### config.mk
export PLATFORM = sky130hd
export DESIGN_NAME = fetch_unit_flat
export DESIGN_NICKNAME = d
export VERILOG_FILES = /design/src/rtl/fetch_pkg.sv /design/src/rtl/fetch_unit_if.sv /design/src/rtl/fetch_fifo.sv /design/src/rtl/fetch_unit.sv /design/src/flat_wrapper.sv
export SDC_FILE = /design/constraint.sdc
export NUM_CORES = 1
export LEC_CHECK = 0
export CORE_ASPECT_RATIO = 0.6
export CORE_UTILIZATION = 40
export CTS_BUF_LIST = sky130_fd_sc_hd__clkbuf_16
export CTS_CLUSTER_SIZE = 12
export DETAILED_ROUTE_END_ITERATION = 6
export GPL_TIMING_DRIVEN = 0
export PLACE_DENSITY = 0.71
export SLEW_MARGIN = 20
export SYNTH_ARGS = -nofsm -noshare
export SYNTH_HDL_FRONTEND = slang
export SYNTH_HIERARCHICAL = 1
export SYNTH_SLANG_ARGS = --single-unit
### constraint.sdc
create_clock -name clk -period 6.85 [get_ports clk]
set_input_delay 1.0275 -clock clk [delete_from_list [all_inputs] [get_ports clk]]
set_output_delay 1.0275 -clock clk [all_outputs]
set_load 0.01 [all_outputs]
### src/rtl/fetch_pkg.sv
// Shared definitions for the instruction-fetch stage: FSM encoding, default width, bubble word.
package fetch_pkg;

   typedef enum logic [1:0] {
      FETCH_IDLE = 2'd0,
      FETCH_WAIT = 2'd1,
      FETCH_DROP = 2'd2
   } fetch_state_e;

   localparam int unsigned XLEN_DEFAULT = 32;

   // Presented on o_if_inst whenever the buffer head is empty, so ID sees a bubble.
   localparam logic [31:0] NOP_INST = 32'h0;

endpackage

### src/rtl/fetch_unit_if.sv
// Fetch-stage signal bundle: PC register, instruction-memory port and IF/ID boundary.
interface fetch_unit_if
   import fetch_pkg::*;
#(
   parameter int unsigned XLEN = XLEN_DEFAULT
);
   logic [XLEN-1:0] i_pc;
   logic            o_pc_write;
   logic            o_imem_req;
   logic [XLEN-1:0] o_imem_addr;
   logic            i_imem_ready;
   logic            i_imem_rvalid;
   logic [XLEN-1:0] i_imem_rdata;
   logic            i_flush;
   logic            i_stall;
   logic            o_if_valid;
   logic [XLEN-1:0] o_if_pc;
   logic [XLEN-1:0] o_if_inst;

   // Fetch unit side.
   modport master (
      input  i_pc, i_imem_ready, i_imem_rvalid, i_imem_rdata, i_flush, i_stall,
      output o_pc_write, o_imem_req, o_imem_addr, o_if_valid, o_if_pc, o_if_inst
   );

   // PC register, memory and decode side.
   modport slave (
      output i_pc, i_imem_ready, i_imem_rvalid, i_imem_rdata, i_flush, i_stall,
      input  o_pc_write, o_imem_req, o_imem_addr, o_if_valid, o_if_pc, o_if_inst
   );
endinterface

### src/rtl/fetch_fifo.sv
// Circular buffer of fetched {pc, inst} words with synchronous clear; count spans 0..DEPTH.
module fetch_fifo
   import fetch_pkg::*;
#(
   parameter int unsigned DEPTH = 2,
   parameter int unsigned WIDTH = 2 * XLEN_DEFAULT,
   localparam int unsigned PW = $clog2(DEPTH),
   localparam int unsigned CW = PW + 1
) (
   input  logic             clk,
   input  logic             reset,
   input  logic             enq,
   input  logic             deq,
   input  logic             clear,
   input  logic [WIDTH-1:0] wdata,
   output logic [CW-1:0]    count,
   output logic [WIDTH-1:0] rdata
);
   logic [WIDTH-1:0] mem_q [DEPTH];
   logic [PW-1:0]    wptr_q, rptr_q;
   logic [CW-1:0]    count_q;

   // DEPTH is a power of two, so pointers wrap by plain overflow.
   always_ff @(posedge clk or negedge reset) begin
      if (!reset) begin
         wptr_q  <= '0;
         rptr_q  <= '0;
         count_q <= '0;
      end else if (clear) begin
         wptr_q  <= '0;
         rptr_q  <= '0;
         count_q <= '0;
      end else begin
         if (enq) wptr_q <= wptr_q + PW'(1);
         if (deq) rptr_q <= rptr_q + PW'(1);
         count_q <= count_q + CW'(enq) - CW'(deq);
      end
   end

   always_ff @(posedge clk) begin
      if (enq && !clear) mem_q[wptr_q] <= wdata;
   end

   assign count = count_q;
   assign rdata = mem_q[rptr_q];
endmodule

### src/rtl/fetch_unit.sv
// Instruction fetch: one outstanding imem request, responses tagged with their PC and buffered.
module fetch_unit
   import fetch_pkg::*;
#(
   parameter int unsigned DEPTH = 2,
   parameter int unsigned XLEN  = XLEN_DEFAULT
) (
   input logic         clk,
   input logic         reset,
   fetch_unit_if.master bus
);
   localparam int unsigned CW = $clog2(DEPTH) + 1;

   fetch_state_e      state_q, state_d;
   logic [XLEN-1:0]   tag_q;
   logic [CW-1:0]     count, occ_next;
   logic [2*XLEN-1:0] head;
   logic              head_valid, enq, deq, req, accept;

   fetch_fifo #(
      .DEPTH (DEPTH),
      .WIDTH (2 * XLEN)
   ) u_fifo (
      .clk   (clk),
      .reset (reset),
      .enq   (enq),
      .deq   (deq),
      .clear (bus.i_flush),
      .wdata ({tag_q, bus.i_imem_rdata}),
      .count (count),
      .rdata (head)
   );

   assign head_valid = (count != '0);
   assign enq        = (state_q == FETCH_WAIT) && bus.i_imem_rvalid && !bus.i_flush;
   assign deq        = head_valid && !bus.i_stall && !bus.i_flush;
   assign occ_next   = count + CW'(enq) - CW'(deq);

   // Gating with reset keeps the memory port quiet while reset is held.
   assign req    = reset && !bus.i_flush && (occ_next < CW'(DEPTH)) &&
                   ((state_q == FETCH_IDLE) || (state_q == FETCH_WAIT && bus.i_imem_rvalid));
   assign accept = req && bus.i_imem_ready;

   assign bus.o_imem_req  = req;
   assign bus.o_imem_addr = bus.i_pc;
   assign bus.o_pc_write  = accept;
   assign bus.o_if_valid  = head_valid;
   assign bus.o_if_pc     = head_valid ? head[2*XLEN-1:XLEN] : '0;
   assign bus.o_if_inst   = head_valid ? head[XLEN-1:0] : XLEN'(NOP_INST);

   always_comb begin
      state_d = state_q;
      unique case (state_q)
         FETCH_IDLE: if (accept) state_d = FETCH_WAIT;
         FETCH_WAIT: begin
            if (bus.i_flush)         state_d = bus.i_imem_rvalid ? FETCH_IDLE : FETCH_DROP;
            else if (bus.i_imem_rvalid) state_d = accept ? FETCH_WAIT : FETCH_IDLE;
         end
         FETCH_DROP: if (bus.i_imem_rvalid) state_d = FETCH_IDLE;
         default:    state_d = FETCH_IDLE;
      endcase
   end

   always_ff @(posedge clk or negedge reset) begin
      if (!reset) begin
         state_q <= FETCH_IDLE;
         tag_q   <= '0;
      end else begin
         state_q <= state_d;
         if (accept) tag_q <= bus.i_pc;
      end
   end
endmodule

### src/flat_wrapper.sv
// flat-port wrapper written by rule: the top's interface ports become plain ports
module fetch_unit_flat import fetch_pkg::*;
#(
   parameter int unsigned DEPTH = 2,
   parameter int unsigned XLEN  = XLEN_DEFAULT
)
  (clk, reset, bus_i_pc, bus_i_imem_ready, bus_i_imem_rvalid, bus_i_imem_rdata, bus_i_flush, bus_i_stall, bus_o_pc_write, bus_o_imem_req, bus_o_imem_addr, bus_o_if_valid, bus_o_if_pc, bus_o_if_inst);
  fetch_unit_if #(.XLEN(XLEN)) bus_i ();
  input logic clk;
  input logic reset;
  input wire logic [$bits(bus_i.i_pc)-1:0] bus_i_pc;
  input wire logic [$bits(bus_i.i_imem_ready)-1:0] bus_i_imem_ready;
  input wire logic [$bits(bus_i.i_imem_rvalid)-1:0] bus_i_imem_rvalid;
  input wire logic [$bits(bus_i.i_imem_rdata)-1:0] bus_i_imem_rdata;
  input wire logic [$bits(bus_i.i_flush)-1:0] bus_i_flush;
  input wire logic [$bits(bus_i.i_stall)-1:0] bus_i_stall;
  output wire logic [$bits(bus_i.o_pc_write)-1:0] bus_o_pc_write;
  output wire logic [$bits(bus_i.o_imem_req)-1:0] bus_o_imem_req;
  output wire logic [$bits(bus_i.o_imem_addr)-1:0] bus_o_imem_addr;
  output wire logic [$bits(bus_i.o_if_valid)-1:0] bus_o_if_valid;
  output wire logic [$bits(bus_i.o_if_pc)-1:0] bus_o_if_pc;
  output wire logic [$bits(bus_i.o_if_inst)-1:0] bus_o_if_inst;
  assign bus_i.i_pc = bus_i_pc;
  assign bus_i.i_imem_ready = bus_i_imem_ready;
  assign bus_i.i_imem_rvalid = bus_i_imem_rvalid;
  assign bus_i.i_imem_rdata = bus_i_imem_rdata;
  assign bus_i.i_flush = bus_i_flush;
  assign bus_i.i_stall = bus_i_stall;
  assign bus_o_pc_write = bus_i.o_pc_write;
  assign bus_o_imem_req = bus_i.o_imem_req;
  assign bus_o_imem_addr = bus_i.o_imem_addr;
  assign bus_o_if_valid = bus_i.o_if_valid;
  assign bus_o_if_pc = bus_i.o_if_pc;
  assign bus_o_if_inst = bus_i.o_if_inst;
  fetch_unit #(.DEPTH(DEPTH), .XLEN(XLEN)) u_core (.clk(clk), .reset(reset), .bus(bus_i));
endmodule
# --- Word-level counts from Yosys, hierarchy flattened ---
# Memories as Yosys holds them, arrays and structs flattened.
# Cells that the tools add are included.
totals:
  register_bits: 38
  ram_bits: 128
  inputBits: 70
  output_inout_bits: 99
  memories: 1
memory_table:
  columns: ["memory", "depth", "width", "rd", "rd_clocked_by_memory_dff", "wr", "line", "rtl"]
  rows:
  - ["u_core.u_fifo.mem_q", 2, 64, 1, 0, 1, "fetch_fifo.sv:19", "logic [WIDTH-1:0] mem_q [DEPTH];"]
classes:
  n_addsub: 4
  magnitude_cmp: 1
  n_eq_ne: 5
  n_mux: 16
  reduce_logical: 17
op_table:
  columns: ["cell", "count"]
  rows:
  - ["two-way mux 32 bit", 2]
  - ["two-way mux 2 bit", 6]
  - ["logical AND 1 bit", 9]
  - ["two-way mux 1 bit", 7]
  - ["one-hot mux 2 bit (3 select lines)", 1]
  - ["nonzero test 2 bit", 3]
  - ["inequality test 3 bit, second input constant", 1]
  - ["AND reduction 3 bit", 1]
  - ["adder 1 bit, second input constant", 2]
  - ["adder 2 x 1 -> 2 bit", 1]
  - ["== test 2 x 1 -> 1 bit, second input constant", 1]
  - ["== test 2 bit, second input constant", 1]
  - ["zero test 1 bit", 2]
  - ["zero test 2 bit", 1]
  - ["less-than comparator 2 bit, second input constant", 1]
  - ["inequality test 2 x 1 -> 1 bit, second input constant", 1]
  - ["inequality test 2 bit, second input constant", 1]
  - ["subtractor 2 x 1 -> 2 bit", 1]
  - ["logical OR 1 bit", 1]

# --- Depth between registers and ports, before layout ---
logic_depth:
  word_depth: 13
  depth_mapped: 10
  mapped_depth_nobuf: 10

# --- By module ---
# The synthesis kept the hierarchy.
by_module_without_submodules:
  columns: ["module", "n_inst", "cells_each", "area_per_inst_um2", "seq_area_each_um2"]
  rows:
  - ["fetch_fifo", 1, 216, 5027.3, 3943.8]
  - ["fetch_unit", 1, 191, 2175.8, 850.8]

# --- Worst setup path before layout ---
# Ideal clock, no wire load.
synth_timing:
  path_type: "in2reg"
  start: "input bus_i_flush"
  end: "memory u_core/u_fifo/mem_q[1][0] (netlist bit) (enable)"
  setup_time_ps: 579
  arrival_ps: 6094
  path_slack_ps: 177
  stages: 5
  n_path_buf: 0
  cell_sequence: "nor3_1 > nand2_1 > inv_1 > inv_1 > nor3b_1"
synth_between:
  elab_chain_cells: 5
synth_rtl:
  columns: ["item", "line", "rtl"]
  rows:
  - ["start: declaration", "flat_wrapper.sv:15", "input wire logic [$bits(bus_i.i_flush)-1:0] bus_i_flush;"]
  - ["zero test 1 bit", "fetch_unit.sv:35", "assign enq = (state_q == FETCH_WAIT) && bus.i_imem_rvalid && !bus.i_flush;"]
  - ["logical AND 1 bit", "fetch_unit.sv:35", null]
  - ["via u_core.enq", "fetch_unit.sv:18", "logic head_valid, enq, deq, req, accept;"]
  - ["logical AND 1 bit", "fetch_fifo.sv:41", "if (enq && !clear) mem_q[wptr_q] <= wdata;"]
  - ["two-way mux 1 bit", "fetch_fifo.sv:41", null]
  - ["two-way mux 1 bit (implied by the code)", "fetch_fifo.sv:41", null]
  - ["end: declaration", "fetch_fifo.sv:19", null]
# The timed path passes the listed nets, and every way through them passes these cells.

# --- Final worst setup path ---
layout_timing:
  start: "input bus_i_flush"
  end: "output bus_o_pc_write"
layout_between:
  word_cells_on_any_way: 10
  cone_classes: "2 x add/sub; 1 x order compare; 7 x reduce/logical"
layout_lines:
  columns: ["item", "line", "rtl"]
  rows:
  - ["zero test 1 bit", "fetch_unit.sv:36", "assign deq = head_valid && !bus.i_stall && !bus.i_flush;"]
  - ["logical AND 1 bit", "fetch_unit.sv:36", null]
  - ["via u_core.deq", "fetch_unit.sv:18", null]
  - ["subtractor 2 x 1 -> 2 bit", "fetch_unit.sv:37", "assign occ_next = count + CW'(enq) - CW'(deq);"]
  - ["less-than comparator 2 bit", "fetch_unit.sv:40", "assign req = reset && !bus.i_flush && (occ_next < CW'(DEPTH)) &&"]
  - ["logical AND 1 bit (2 in a row)", "fetch_unit.sv:40", null]
  - ["logical AND 1 bit", "fetch_unit.sv:42", "assign accept = req && bus.i_imem_ready;"]
  - ["end: declaration", "flat_wrapper.sv:17", "output wire logic [$bits(bus_i.o_pc_write)-1:0] bus_o_pc_write;"]
# The timed path passes the listed nets, and every way through them passes these cells.

==> results_dict.tcl <==
set metrics [dict create \
    arrival_ps 3960 \
    layout_common_cells "clkdlybuf4s50_1, edfxtp_1, mux2_4" \
    fin_nets 684 \
    reg2reg_slack_ps 3780 \
    hpwl_um 10500 \
    insertion_delay_ps 410 \
    rr_startpoint "u_core/u_fifo/count[1]" \
    p_seq_share_pct 48.9 \
    regArea_um2 4790 \
    avgViaCountPerCell 4.53 \
    path_common_cell "clkdlybuf4s50_1" \
    synth_top_area_share_pct 53.4 \
    syn_area_um2 7200 \
    routedWlPerCell_um 17.0 \
    fin_util_pct 57.3 \
    core.rowCount 37 \
    clk_root_buffer_cell "clkbuf_16" \
    r2r_cells 10 \
    drtIter0Drc 169 \
    clock.fmax_mhz 200 \
    hold_path.class "reg2reg" \
    p_sw_uw 534 \
    synthToLayoutAreaGrowth_pct 38.1 \
    p_leak_nw 3.77 \
    rr_endpoint "u_core/tag_q[15]" \
    crit_path_start_kind "primary input" \
    synth_area_leaders "edfxtp_1, mux2_4, dfrtp_1" \
    critPathTopFamily "buffers and inverters" \
    ir_drop_uv 167 \
    endpoint "bus_o_pc_write" \
    finalWirelength_um 14600 \
    relSlewSlack_pct 49.8 \
    vias 3885 \
    synth-edff-count 128 \
    swShare_pct 21.7 \
    worstSetupPathType "in2out" \
    status "complete, no violations" \
    place_ws_ps 1840 \
    ctsResizeCount 0 \
    intPower_mw 1.93 \
    rsz0062_at_grt "no" \
    die_h_um 106 \
    die_area_um2 18600 \
    worst_pin_slew_ps 750 \
    clockBufferDepth 2 \
    syn_nets 480 \
    postCtsHoldBufs 0 \
    async_flop_share_pct 22.9 \
    slowest_delay_ps 630 \
    n_fill_cell 1375 \
    pin_count 169 \
    synth_top_area_cell "edfxtp_1" \
    floorplan.initialDensity_pct 41.5 \
    cts.clk_slew.worst_paths_ps 60 \
    ys.warnings.count 6 \
    critPathMaxFanout 11 \
    final_common_cell "clkdlybuf4s50_1" \
    comb_power_share_pct 11.2 \
    clockPowerShare_pct 39.9 \
    post-route-min-period_ps 4990 \
    antenna_found_initial 0 \
    overflow 0 \
    htreeDepth 4 \
    maxCapViolations 0 \
    dieWidth_um 175 \
    drc 0 \
    setup_violations 0 \
    port_buffers 168 \
    final.setup_skew_ps 7.73 \
    p_per_area_nw_per_um2 248 \
    cts_tree "done" \
    hp-start "u_core/tag_q[24]" \
    cts_sinks 166 \
    drive_above_1_share_pct 30.8 \
    holdWs_ps 477 \
    synth_cell_type_count 28 \
    first_pass_iters 4 \
    path_buf_inv 4 \
    grt_max_degree 24 \
    setup_slack_ps 1860 \
    cts_setup_buffers 0 \
    slew_viol_final 0 \
    diodes 0 \
    grt_pass1_wl_um 22500 \
    ys_ff_latch 166 \
    first_global_vias 4094 \
    ys.flop_type "edfxtp_1" \
    crit_path_end_kind "output pin" \
    crit_chain "clkdlybuf4s50_1, nor3b_1, ha_1, nand2b_1, xnor2_1, nand3_2, inv_4, buf_12, clkdlybuf4s50_1" \
    cpMaxStageDelayCell "clkdlybuf4s50_1" \
    multi_input_area_um2 2000 \
    min_period_over_period_pct 72.8 \
    cts_made_buffers 17 \
    worstPathRequired_ps 5820 \
    cp-startpoint "bus_i_flush" \
    path_depth 9 \
    yosysSeqAreaShare_pct 66.6 \
    synth.avg_cell_area_um2 17.7 \
    fp.coreArea_um2 17400 \
    gp_congestion 0.732 \
    grt_use_total_pct 16.2 \
    fin_total_pwr_mw 2.47 \
    final_hold_viol_count 0 \
    postRouteAntennaNets 0 \
    synthCells 407 \
]
-- registers in the layout, summed over array words and instances (netlist names) --
register / flops
u_core/u_fifo/mem_q: 128
u_core/tag_q: 32
u_core/state_q: 2
u_core/u_fifo/count: 2
u_core/u_fifo/rptr_q: 1
u_core/u_fifo/wptr_q: 1
-- kinds of logic after synthesis --
group | after synthesis | synth area share, %
flip-flops | 166 | 66.6
multiplexers | 96 | 19.1
AND/OR/NAND/NOR | 80 | 6.83
buffers and inverters | 54 | 5.84
XOR/XNOR | 5 | 0.799
AO/OA/AOI/OAI | 3 | 0.330
adder cells (fa/ha/maj) | 3 | 0.521
-- area by class of cell --
| type | instances | area share [%] |
|---|---|---|
| sequential | 166 | 48.2 |
| tap | 234 | 2.94 |
| multi-input combinational | 187 | 20.1 |
| timing repair buffer | 185 | 18.4 |
| clock inverter | 15 | 1.89 |
| inverter | 5 | 0.214 |
| buffer | 49 | 4.01 |
| clock buffer | 17 | 4.28 |
-- routing by layer --
metal  up-vias  wire (um)  global-route usage (%)
li1       1848          -                       -
met1      1928       6710                    21.6
met2        98       7020                    26.2
met3        11        724                    4.79
met4         0        107                    4.04
met5         -          0                       0
-- through the flow --
| stage | cell area (um2) | instances | setup TNS [ps] |
|---|---|---|---|
| global placement | 9180 | 809 | -414020 |
| floorplan | 7200 | 407 | 0 |
| finish | 9950 | 858 | 0 |
| detailed placement | 9340 | 826 | 0 |
| global route | 9950 | 858 | 0 |
| CTS | 9950 | 858 | 0 |
-- how the worst min path moves through the flow --
stage	end	cells past startpoint
6_report	u_core/u_fifo/mem_q[1][56]	0
5_1_grt	u_core/u_fifo/mem_q[0][32]	0
4_1_cts	u_core/u_fifo/mem_q[0][32]	0
3_5_place_dp	u_core/u_fifo/mem_q[1][36]	0
3_3_place_gp	u_core/u_fifo/mem_q[1][32]	0
2_1_floorplan	u_core/u_fifo/mem_q[0][32]	0
-- cell usage after synthesis, types with 3 or more instances --
master    number
edfxtp_1     128
mux2_4        79
and2_1        64
dfrtp_1       38
buf_4         32
mux2_2        17
clkbuf_1       7
buf_6          6
inv_1          4
nor2_1         4
xnor2_1        4
buf_12         3
ha_1           3
-- power by group through the flow --
stage	logic, mW	clock network (mW)	registers [mW]
after floorplan	0.150	0	1.21
after global placement	0.271	0	1.22
after detailed placement	0.279	0	1.23
after CTS	0.281	1.01	1.21
after global routing	0.295	1.05	1.21
final	0.276	0.985	1.21
No activity file was read; power rests on OpenSTA's default activity.
